[config.mk]
export PLATFORM = sky130hd
export DESIGN_NAME = core_mem_port
export DESIGN_NICKNAME = d
export VERILOG_FILES = /design/src/rtl/core_mem_port.sv
export SDC_FILE = /design/constraint.sdc
export NUM_CORES = 1
export LEC_CHECK = 0
export CAP_MARGIN = 20
export CORE_MARGIN = 3
export CORE_UTILIZATION = 37
export DETAILED_ROUTE_END_ITERATION = 16
export GPL_TIMING_DRIVEN = 0
export HOLD_SLACK_MARGIN = 0.06
export PLACE_DENSITY = 0.76
export SETUP_SLACK_MARGIN = 0.2
export SLEW_MARGIN = 10
export SYNTH_ARGS = -nofsm -noshare
export SYNTH_HDL_FRONTEND = slang
export SYNTH_SLANG_ARGS = --single-unit
[constraint.sdc]
create_clock -name clk -period 1.7 [get_ports clk]
set_input_delay 0.34 -clock clk [delete_from_list [all_inputs] [get_ports clk]]
set_output_delay 0.34 -clock clk [all_outputs]
set_load 0.05 [all_outputs]
[src/rtl/core_mem_port.sv]
// core_mem_port: turns single-cycle core load/store requests into one Avalon-MM
// master transaction each. It returns a one-cycle mem_ready completion pulse.
// User-mode accesses above USER_LIMIT fault without touching the bus. A request
// stuck in REQ or WAIT_RD for TIMEOUT cycles is completed with mem_fault.
module core_mem_port #(
  parameter logic [29:0] USER_LIMIT = 30'h2000_0000,
  parameter int unsigned TIMEOUT    = 255
) (
  input  logic        clk,
  input  logic        rst_n,
  // core request side
  input  logic [29:0] mem_addr,
  input  logic        mem_start,
  input  logic        mem_write,
  input  logic        mem_user,
  input  logic [3:0]  mem_data_be,
  input  logic [31:0] mem_data_wr,
  output logic        mem_ready,
  output logic [31:0] mem_data_rd,
  output logic        mem_fault,
  output logic        busy,
  // Avalon-MM master side
  output logic [31:0] avl_address,
  output logic        avl_read,
  output logic        avl_write,
  output logic [3:0]  avl_byteenable,
  output logic [31:0] avl_writedata,
  input  logic        avl_waitrequest,
  input  logic [31:0] avl_readdata,
  input  logic        avl_readdatavalid
);

  // The counter only has to reach TIMEOUT-1. Keep it at least one bit wide so a
  // disabled timeout (TIMEOUT=0) still elaborates.
  localparam int unsigned CntW     = (TIMEOUT < 2) ? 1 : $clog2(TIMEOUT + 1);
  localparam int unsigned CntLast  = (TIMEOUT == 0) ? 0 : TIMEOUT - 1;
  localparam logic [CntW-1:0] CntLastW = CntW'(CntLast);
  localparam logic [CntW-1:0] CntOne   = CntW'(1);

  typedef enum logic [1:0] {
    StIdle,
    StReq,
    StWaitRd,
    StDone
  } state_e;

  state_e          state_q, state_d;
  logic [29:0]     addr_q, addr_d;
  logic [3:0]      be_q, be_d;
  logic [31:0]     wdata_q, wdata_d;
  logic            read_q, read_d;
  logic            write_q, write_d;
  logic            fault_q, fault_d;
  logic [CntW-1:0] cnt_q, cnt_d;
  logic [31:0]     rdata_q, rdata_d;

  logic priv_fault;
  logic timeout_hit;

  // Unsigned word-address compare; only unprivileged requests are limited.
  assign priv_fault = mem_user && (mem_addr >= USER_LIMIT);

  // The cycle with cnt_q == TIMEOUT-1 is the last one spent in REQ/WAIT_RD.
  assign timeout_hit = (TIMEOUT != 0) && (cnt_q == CntLastW);

  // State and datapath registers; reset drops the bus strobes asynchronously.
  always_ff @(posedge clk or negedge rst_n) begin
    if (!rst_n) begin
      state_q <= StIdle;
      addr_q  <= '0;
      be_q    <= '0;
      wdata_q <= '0;
      read_q  <= 1'b0;
      write_q <= 1'b0;
      fault_q <= 1'b0;
      cnt_q   <= '0;
      rdata_q <= '0;
    end else begin
      state_q <= state_d;
      addr_q  <= addr_d;
      be_q    <= be_d;
      wdata_q <= wdata_d;
      read_q  <= read_d;
      write_q <= write_d;
      fault_q <= fault_d;
      cnt_q   <= cnt_d;
      rdata_q <= rdata_d;
    end
  end

  // Next-state and datapath update for the request sequencer.
  always_comb begin
    state_d = state_q;
    addr_d  = addr_q;
    be_d    = be_q;
    wdata_d = wdata_q;
    read_d  = read_q;
    write_d = write_q;
    fault_d = fault_q;
    cnt_d   = cnt_q;
    rdata_d = rdata_q;

    unique case (state_q)
      StIdle: begin
        // Late readdatavalid after a timeout lands here and is ignored.
        if (mem_start) begin
          addr_d  = mem_addr;
          be_d    = mem_data_be;
          wdata_d = mem_data_wr;
          cnt_d   = '0;
          if (priv_fault) begin
            fault_d = 1'b1;
            state_d = StDone;
          end else begin
            fault_d = 1'b0;
            read_d  = !mem_write;
            write_d = mem_write;
            state_d = StReq;
          end
        end
      end

      StReq: begin
        cnt_d = cnt_q + CntOne;
        if (!avl_waitrequest) begin
          read_d  = 1'b0;
          write_d = 1'b0;
          if (write_q) begin
            fault_d = 1'b0;
            state_d = StDone;
          end else if (avl_readdatavalid) begin
            // Zero-latency slave: data arrives together with acceptance.
            rdata_d = avl_readdata;
            fault_d = 1'b0;
            state_d = StDone;
          end else if (timeout_hit) begin
            fault_d = 1'b1;
            state_d = StDone;
          end else begin
            state_d = StWaitRd;
          end
        end else if (timeout_hit) begin
          // Abandon a request the slave never accepted.
          read_d  = 1'b0;
          write_d = 1'b0;
          fault_d = 1'b1;
          state_d = StDone;
        end
      end

      StWaitRd: begin
        cnt_d = cnt_q + CntOne;
        // Data arriving on the final allowed cycle still counts as success.
        if (avl_readdatavalid) begin
          rdata_d = avl_readdata;
          fault_d = 1'b0;
          state_d = StDone;
        end else if (timeout_hit) begin
          fault_d = 1'b1;
          state_d = StDone;
        end
      end

      StDone: begin
        state_d = StIdle;
      end

      default: begin
        state_d = StIdle;
      end
    endcase
  end

  assign mem_ready      = (state_q == StDone);
  assign mem_fault      = mem_ready & fault_q;
  assign busy           = (state_q != StIdle);
  assign mem_data_rd    = rdata_q;
  assign avl_address    = {addr_q, 2'b00};
  assign avl_read       = read_q;
  assign avl_write      = write_q;
  assign avl_byteenable = be_q;
  assign avl_writedata  = wdata_q;

  // Read and write strobes are never asserted together.
  a_rw_excl: assert property (@(posedge clk) disable iff (!rst_n) !(avl_read && avl_write));

  // Completion is a single-cycle pulse.
  a_ready_pulse: assert property (@(posedge clk) disable iff (!rst_n) mem_ready |=> !mem_ready);

  // A fault is only ever reported alongside a completion.
  a_fault_ready: assert property (@(posedge clk) disable iff (!rst_n) mem_fault |-> mem_ready);

  // A stalled request keeps its address, enables, data and strobe unchanged.
  a_req_hold: assert property (@(posedge clk) disable iff (!rst_n)
      (avl_read || avl_write) && avl_waitrequest && !timeout_hit |=>
      $stable(avl_address) && $stable(avl_byteenable) && $stable(avl_writedata) &&
      $stable(avl_read) && $stable(avl_write));

endmodule

==> flow_summary.yaml, run 1 <==
global_route:
  grtUsageTotal: 0.192
  gr-usage-met3: 0.0746
  grt_overflow: 0
  grt_pass1_vias: 3893
  grt_pass1_wl_um: 20100
  grt_max_degree: 68
  grt.busiest_layer: "met2"
  met2_usage: 0.336
  antenna_found_initial: 0
  use_met1: 0.215
timing:
  setup_violations: 52
  max_slew_margin: 0.645
  worst_slack_ns: -0.122
  min_period_over_period: 1.07
  slew_viol_final: 0
  fin_worst_skew_ns: 0.00552
  rsz0062_at_grt: "true"
  max_freq_ghz: 0.549
  hold_violations: 0
  fin_hold_ws_ns: 0.415
  worstMarginPinSlew_ns: 0.526
  post-route-min-period_ns: 1.82
placed_design:
  port_buffers: 206
  gp_congestion: 0.764
  dpl.hpwl_um: 8640
  dpl.cell_count: 667
layout:
  utilization: 0.718
  num_antenna_cells: 0
  instances_no_fill: 726
  syn_to_final_growth_pct: 84.7
  nets: 689
  drive_gt1_frac: 0.525
pwr:
  power_frac_comb: 0.642
  p_per_area_nw_per_um2: 2290
  power.switching_mw: 8.80
  power_leakage_nw: 3.78
  p_sw_frac: 0.458
  clock_power_share: 0.109
  ir_worst_vdd_uv: 1410
  seq_power_share: 0.248
  power.internal_mw: 10.4
detailed_routing:
  drc: 0
  drtIter0Drc: 105
  dr_total_vias: 3599
  ant_nets: 0
  avgViaCountPerCell: 4.96
  routed_wl_um: 13800
  firstDrtPassIters: 5
  wl_per_cell_um: 19.0
yosys:
  synth.yosys.warnings: 0
  ys_seq_area_frac: 0.610
  synth.distinct_cells: 37
  ys_seq_elements: 111
  syn_inst: 316
  synth_area_um2: 4550
  synth.avg_cell_area_um2: 14.4
clock_tree:
  clock-root-buffer: "clkbuf_16"
  cts_tree: "built"
  cts.path.max_buffers: 2
  clk_pin_slew_ns: 0.07
  numCtsBuffers: 9
  htree_levels: 3
  clk_latency_ns: 0.35
  clock_sinks: 111
worst_setup_path:
  crit_type: "reg -> out"
  r2r_cells: 6
  path_max_fanout: 3
  end_kind: "output port"
  cp_data_required_time_ns: 1.36
  cp-start-kind: "flop"
  cp.arrival_ns: 1.48
job:
  maxCapViolations: 0
floorplan:
  fp.coreArea_um2: 11700
  die_area_um2: 13700
  die_x_um: 117
  initial_core_util: 0.389
  ios: 210
  die_y_um: 117
  rows: 39
min_path:
  min_path_type: "in -> reg"
  whs_path_depth: 3
status:
  violations: "setup timing"
  status: "finished with violations"
-- timing repair --
action                                 4_1_cts  5_1_grt
hold buffers                                 1        0
setup endpoints to repair                  213      116
gates resized for setup                    441       31
endpoints found under the hold margin       44        0
gates cloned                                 9        2
setup buffers                               21       10
pin swaps                                    6       10
-- synth_stat cells --
cell type  instances  area [um2]
dfrtp_1          111        2780
mux2_2            98        1100
nand2_1           11        41.3
nor2_1            11        41.3
o21ai_0           11        55.1
inv_1              7        26.3
a21oi_1            6        30.0
buf_2              6        30.0
buf_4              6        45.0
ha_1               6        75.1
nand3_1            5        25.0
nor3_1             4        20.0
buf_6              3        33.8
xnor2_1            3        26.3
a22o_1             2        17.5
nand2b_1           2        12.5
nand4_1            2        12.5
o221ai_1           2        17.5
o2bb2ai_1          2        17.5
a21bo_2            1        10.0
a41oi_1            1        8.76
and2_1             1        6.26
and3_1             1        6.26
clkbuf_1           1        3.75
conb_1             1        3.75
mux2_1             1        11.3
mux2i_1            1        10.0
nand2_4            1        11.3
nand3b_1           1        7.51
nor3b_1            1        7.51
nor4_1             1        6.26
o2111a_1           1        11.3
o22a_1             1        8.76
o22ai_1            1        6.26
o311ai_0           1        8.76
or3_1              1        6.26
or3b_1             1        8.76
-- layout by cell type, fill, tap and decap left out, drive strengths merged, types with 6 or more instances in the layout --
cell | synthesis | routed
a21oi | 6 | 6
buf | 15 | 59
clkbuf | 1 | 15
clkdlybuf4s15 | 0 | 98
clkdlybuf4s50 | 0 | 102
dfrtp | 111 | 111
ha | 6 | 6
inv | 7 | 6
mux2 | 99 | 99
nand2 | 12 | 13
nor2 | 11 | 11
o21ai | 11 | 11
-- worst max-delay path, stage by stage (launching register included) --
cell        delay [ns]
dfrtp_1           0.41
inv_2             0.10
buf_6             0.10
ha_4              0.15
buf_8             0.12
clkinvlp_4        0.09
buf_6             0.16
-- stage by stage --
stage	instance area, um2	setup TNS (ns)	power [mW]	worst slack (ns)
final	8410	-3.63	19.2	-0.122
after global routing	8410	-7.40	20.1	-0.195
after CTS	8160	-2.12	18.7	-0.102
after detailed placement	6880	-10.97	15.0	-0.527
after global placement	6850	-439.32	14.8	-3.89
after floorplan	4610	-0.596	11.5	-0.0204
-- cell families (layout without fill, tap and decap cells) --
| group | count (synthesis) | count (layout) | share of synthesized area |
|---|---|---|---|
| flops | 111 | 111 | 0.610 |
| mux | 100 | 100 | 0.247 |
| simple gates | 43 | 44 | 0.0467 |
| compound gates | 29 | 29 | 0.0421 |
| buf+inv | 23 | 288 | 0.0305 |
| fa+ha+maj | 6 | 6 | 0.0165 |
| xor+xnor | 3 | 3 | 0.00578 |
| other cells | 1 | 2 | 0.000824 |
-- routing by layer --
| metal | share of wire | up-vias | routed length [um] |
|---|---|---|---|
| met2 | 0.52 | 155 | 7190 |
| met1 | 0.37 | 1788 | 5030 |
| met3 | 0.095 | 17 | 1310 |
| li1 | - | 1639 | - |
| met4 | 0.017 | 0 | 240 |
| met5 | 0 | - | 0 |
-- layout make-up --
cell class	count	area, um2
Fill cell	773	3300
Timing Repair Buffer	249	2850
Sequential cell	111	2780
Multi-Input combinational cell	184	2060
Clock buffer	11	233
Buffer	16	216
Tap cell	143	179
Clock inverter	5	58.8
Inverter	7	30.0
-- state kept, by name, summed over array words and instances (netlist names) --
name / count
fault_q: 1
avl_writedata: 32
avl_byteenable: 4
addr_q: 30
state_q: 2
avl_read: 1
avl_write: 1
mem_data_rd: 32
cnt_q: 8
-- power by group through the flow --
stage | Clock [mW] | Combinational (mW) | Sequential [mW]
floorplan | 0 | 2.60 | 8.92
global placement | 0 | 10.2 | 4.63
detailed placement | 0 | 10.3 | 4.72
CTS | 2.15 | 11.9 | 4.72
global route | 2.26 | 12.9 | 4.95
finish | 2.10 | 12.4 | 4.77
-- worst paths after layout --
path | startpoint | to | slack [ns]
setup reg to reg | state_q[1]$_DFFE_PN0N_ | mem_data_rd[18]$_DFFE_PN0P_ | -0.12
setup / recovery | state_q[1]$_DFFE_PN0N_ | busy | -0.12
min in group asynchronous | rst_n | mem_data_rd[5]$_DFFE_PN0P_ | 0.48
max in group asynchronous | rst_n | addr_q[21]$_DFFE_PN0P_ | 0.54
hold reg to reg | mem_data_rd[1]$_DFFE_PN0P_ | mem_data_rd[1]$_DFFE_PN0P_ | 0.49
hold / removal | mem_start | cnt_q[2]$_DFFE_PN0P_ | 0.41
(Power assumes the default switching activity.)
==> run 2, diff against run 1 <==
--- a/config.mk
+++ b/config.mk
@@ -7,11 +7,11 @@
 export LEC_CHECK = 0
 export CAP_MARGIN = 20
 export CORE_MARGIN = 3
-export CORE_UTILIZATION = 37
+export CORE_UTILIZATION = 41
 export DETAILED_ROUTE_END_ITERATION = 16
 export GPL_TIMING_DRIVEN = 0
 export HOLD_SLACK_MARGIN = 0.06
-export PLACE_DENSITY = 0.76
+export PLACE_DENSITY = 0.8
 export SETUP_SLACK_MARGIN = 0.2
 export SLEW_MARGIN = 10
 export SYNTH_ARGS = -nofsm -noshare
==> constraint.sdc (replaced) <==
create_clock -name clk -period 2 [get_ports clk]
set_input_delay 0.4 -clock clk [delete_from_list [all_inputs] [get_ports clk]]
set_output_delay 0.4 -clock clk [all_outputs]
set_load 0.05 [all_outputs]
==> run 2 against run 1 <==
The flow now finishes without violations. Routed wire length decreased by 9.7%. Core utilization fell by 2.6 points. Critical path type is now reg -> reg. Largest power group unchanged. Power is 28% lower.
==> flow_summary.yaml, run 2 (synthesis gave the netlist of run 1 again) <==
placed_design:
  gp_congestion: 0.775
  port_buffers: 206
  dpl.hpwl_um: 8790
worst_setup_path:
  cp-start-kind: "flop"
  end_kind: "flop"
  regToRegStartpoint: "state_q[0]$_DFFE_PN0N_"
  r2r_cells: 8
  cp-startpoint: "state_q[0]$_DFFE_PN0N_"
  cp_data_required_time_ns: 2.26
  crit_type: "reg -> reg"
  regToRegEndpoint: "mem_data_rd[29]$_DFFE_PN0P_"
  path_max_fanout: 5
  ff2ff_setup_slack_ns: 0.07
  endpoint: "mem_data_rd[29]$_DFFE_PN0P_"
  cp.arrival_ns: 2.19
job:
  maxCapViolations: 0
timing:
  setup_tns_ns: 0
  hold_violations: 0
  fin_hold_ws_ns: 0.370
  max_slew_margin: 0.640
  setup_violations: 0
  min_period_over_period: 0.967
  slew_viol_final: 0
  rsz0062_at_grt: "true"
  worstMarginPinSlew_ns: 0.543
  post-route-min-period_ns: 1.93
  max_freq_ghz: 0.517
  fin_worst_skew_ns: 0.00722
global_route:
  grt_pass1_vias: 3655
  grt_pass1_wl_um: 19400
  grtUsageTotal: 0.197
  grt_overflow: 0
  grt_max_degree: 58
  antenna_found_initial: 0
clock_tree:
  cts_tree: "built"
  clock_sinks: 111
  cts.path.max_buffers: 2
  numCtsBuffers: 9
  clk_pin_slew_ns: 0.10
  htree_levels: 3
  clk_latency_ns: 0.37
  clock-root-buffer: "clkbuf_8"
floorplan:
  fp.coreArea_um2: 10600
  initial_core_util: 0.431
  die_area_um2: 12400
  rows: 37
  ios: 210
  die_y_um: 111
  die_x_um: 111
detailed_routing:
  ant_nets: 0
  drc: 0
  drtIter0Drc: 124
  wl_per_cell_um: 17.8
  firstDrtPassIters: 4
  avgViaCountPerCell: 4.96
  dr_total_vias: 3459
  routed_wl_um: 12400
layout:
  nets: 668
  multi_input_area_um2: 1780
  syn_to_final_growth_pct: 60.4
  num_antenna_cells: 0
  utilization: 0.692
  drive_gt1_frac: 0.292
  register_area_um2: 2780
  fill_cells: 773
  mostFrequentLayoutCell: "dfrtp_1"
  layout_common_cells: "dfrtp_1, clkdlybuf4s50_1, dlygate4sd2_1"
pwr:
  power_leakage_nw: 3.38
  ir_worst_vdd_uv: 1070
  p_per_area_nw_per_um2: 1900
min_path:
  min_path_type: "in -> reg"
status:
  status: "completed"
run 2: worst min path at each step:
stage | startpoint | slack (ns) | to | cells past startpoint
after floorplan | rst_n | 0.10 | addr_q[0]$_DFFE_PN0P_ | 0
after global placement | mem_data_rd[1]$_DFFE_PN0P_ | 0.48 | mem_data_rd[1]$_DFFE_PN0P_ | 1
after detailed placement | rst_n | 0.40 | avl_read$_DFFE_PN0P_ | 1
after CTS | mem_start | 0.34 | cnt_q[1]$_DFFE_PN0P_ | 3
after global routing | mem_start | 0.37 | cnt_q[1]$_DFFE_PN0P_ | 3
final | mem_start | 0.37 | cnt_q[1]$_DFFE_PN0P_ | 3
run 2: critical path, stage by stage (launching register included):
cell and delay (ns):
dfrtp_1 0.44, buf_6 0.15, ha_4 0.15, buf_6 0.11
mux2_4 0.32, nand2_8 0.11, buf_12 0.12, buf_8 0.12
mux2_4 0.30
run 2: layout make-up:
cell class                 count  share of cell area
timing repair buffer         229               0.307
clock buffer                  11              0.0194
buffer                        16              0.0195
multi-input combinational    183               0.243
clock inverter                 4             0.00309
inverter                       7             0.00411
tap                          136              0.0233
sequential                   111               0.381
run 2: repair_timing:
| item | in CTS | in global routing |
|---|---|---|
| hold buffers | 1 | 0 |
| gates resized for setup | 133 | 41 |
| hold endpoints to repair | 54 | 0 |
| cloned | 3 | 0 |
| buffers inserted | 7 | 11 |
| pin swaps | 0 | 2 |
| setup endpoints to repair | 180 | 104 |
run 2: power breakdown:
group,switching (mW),internal [mW]
registers,0.601,3.36
clock network,0.732,0.476
logic,5.58,3.16
run 2: metal layers:
layer  vias up  share of wire  global-route usage
met4         0          0.020              0.0665
met3        19          0.085              0.0810
li1       1588              -                   -
met5         -              0                   0
met1      1717           0.39               0.228
met2       135           0.50               0.332
run 2: per-stage QoR:
stage	worst slack [ns]	area (um2)	power [mW]	cells
3_3_place_gp	-3.65	6790	12.5	659
4_1_cts	-0.0128	7080	13.5	686
3_5_place_dp	-0.353	6820	12.7	660
2_1_floorplan	0.235	4550	9.69	317
6_report	0.0654	7300	13.9	697
5_1_grt	0.0419	7300	14.6	697
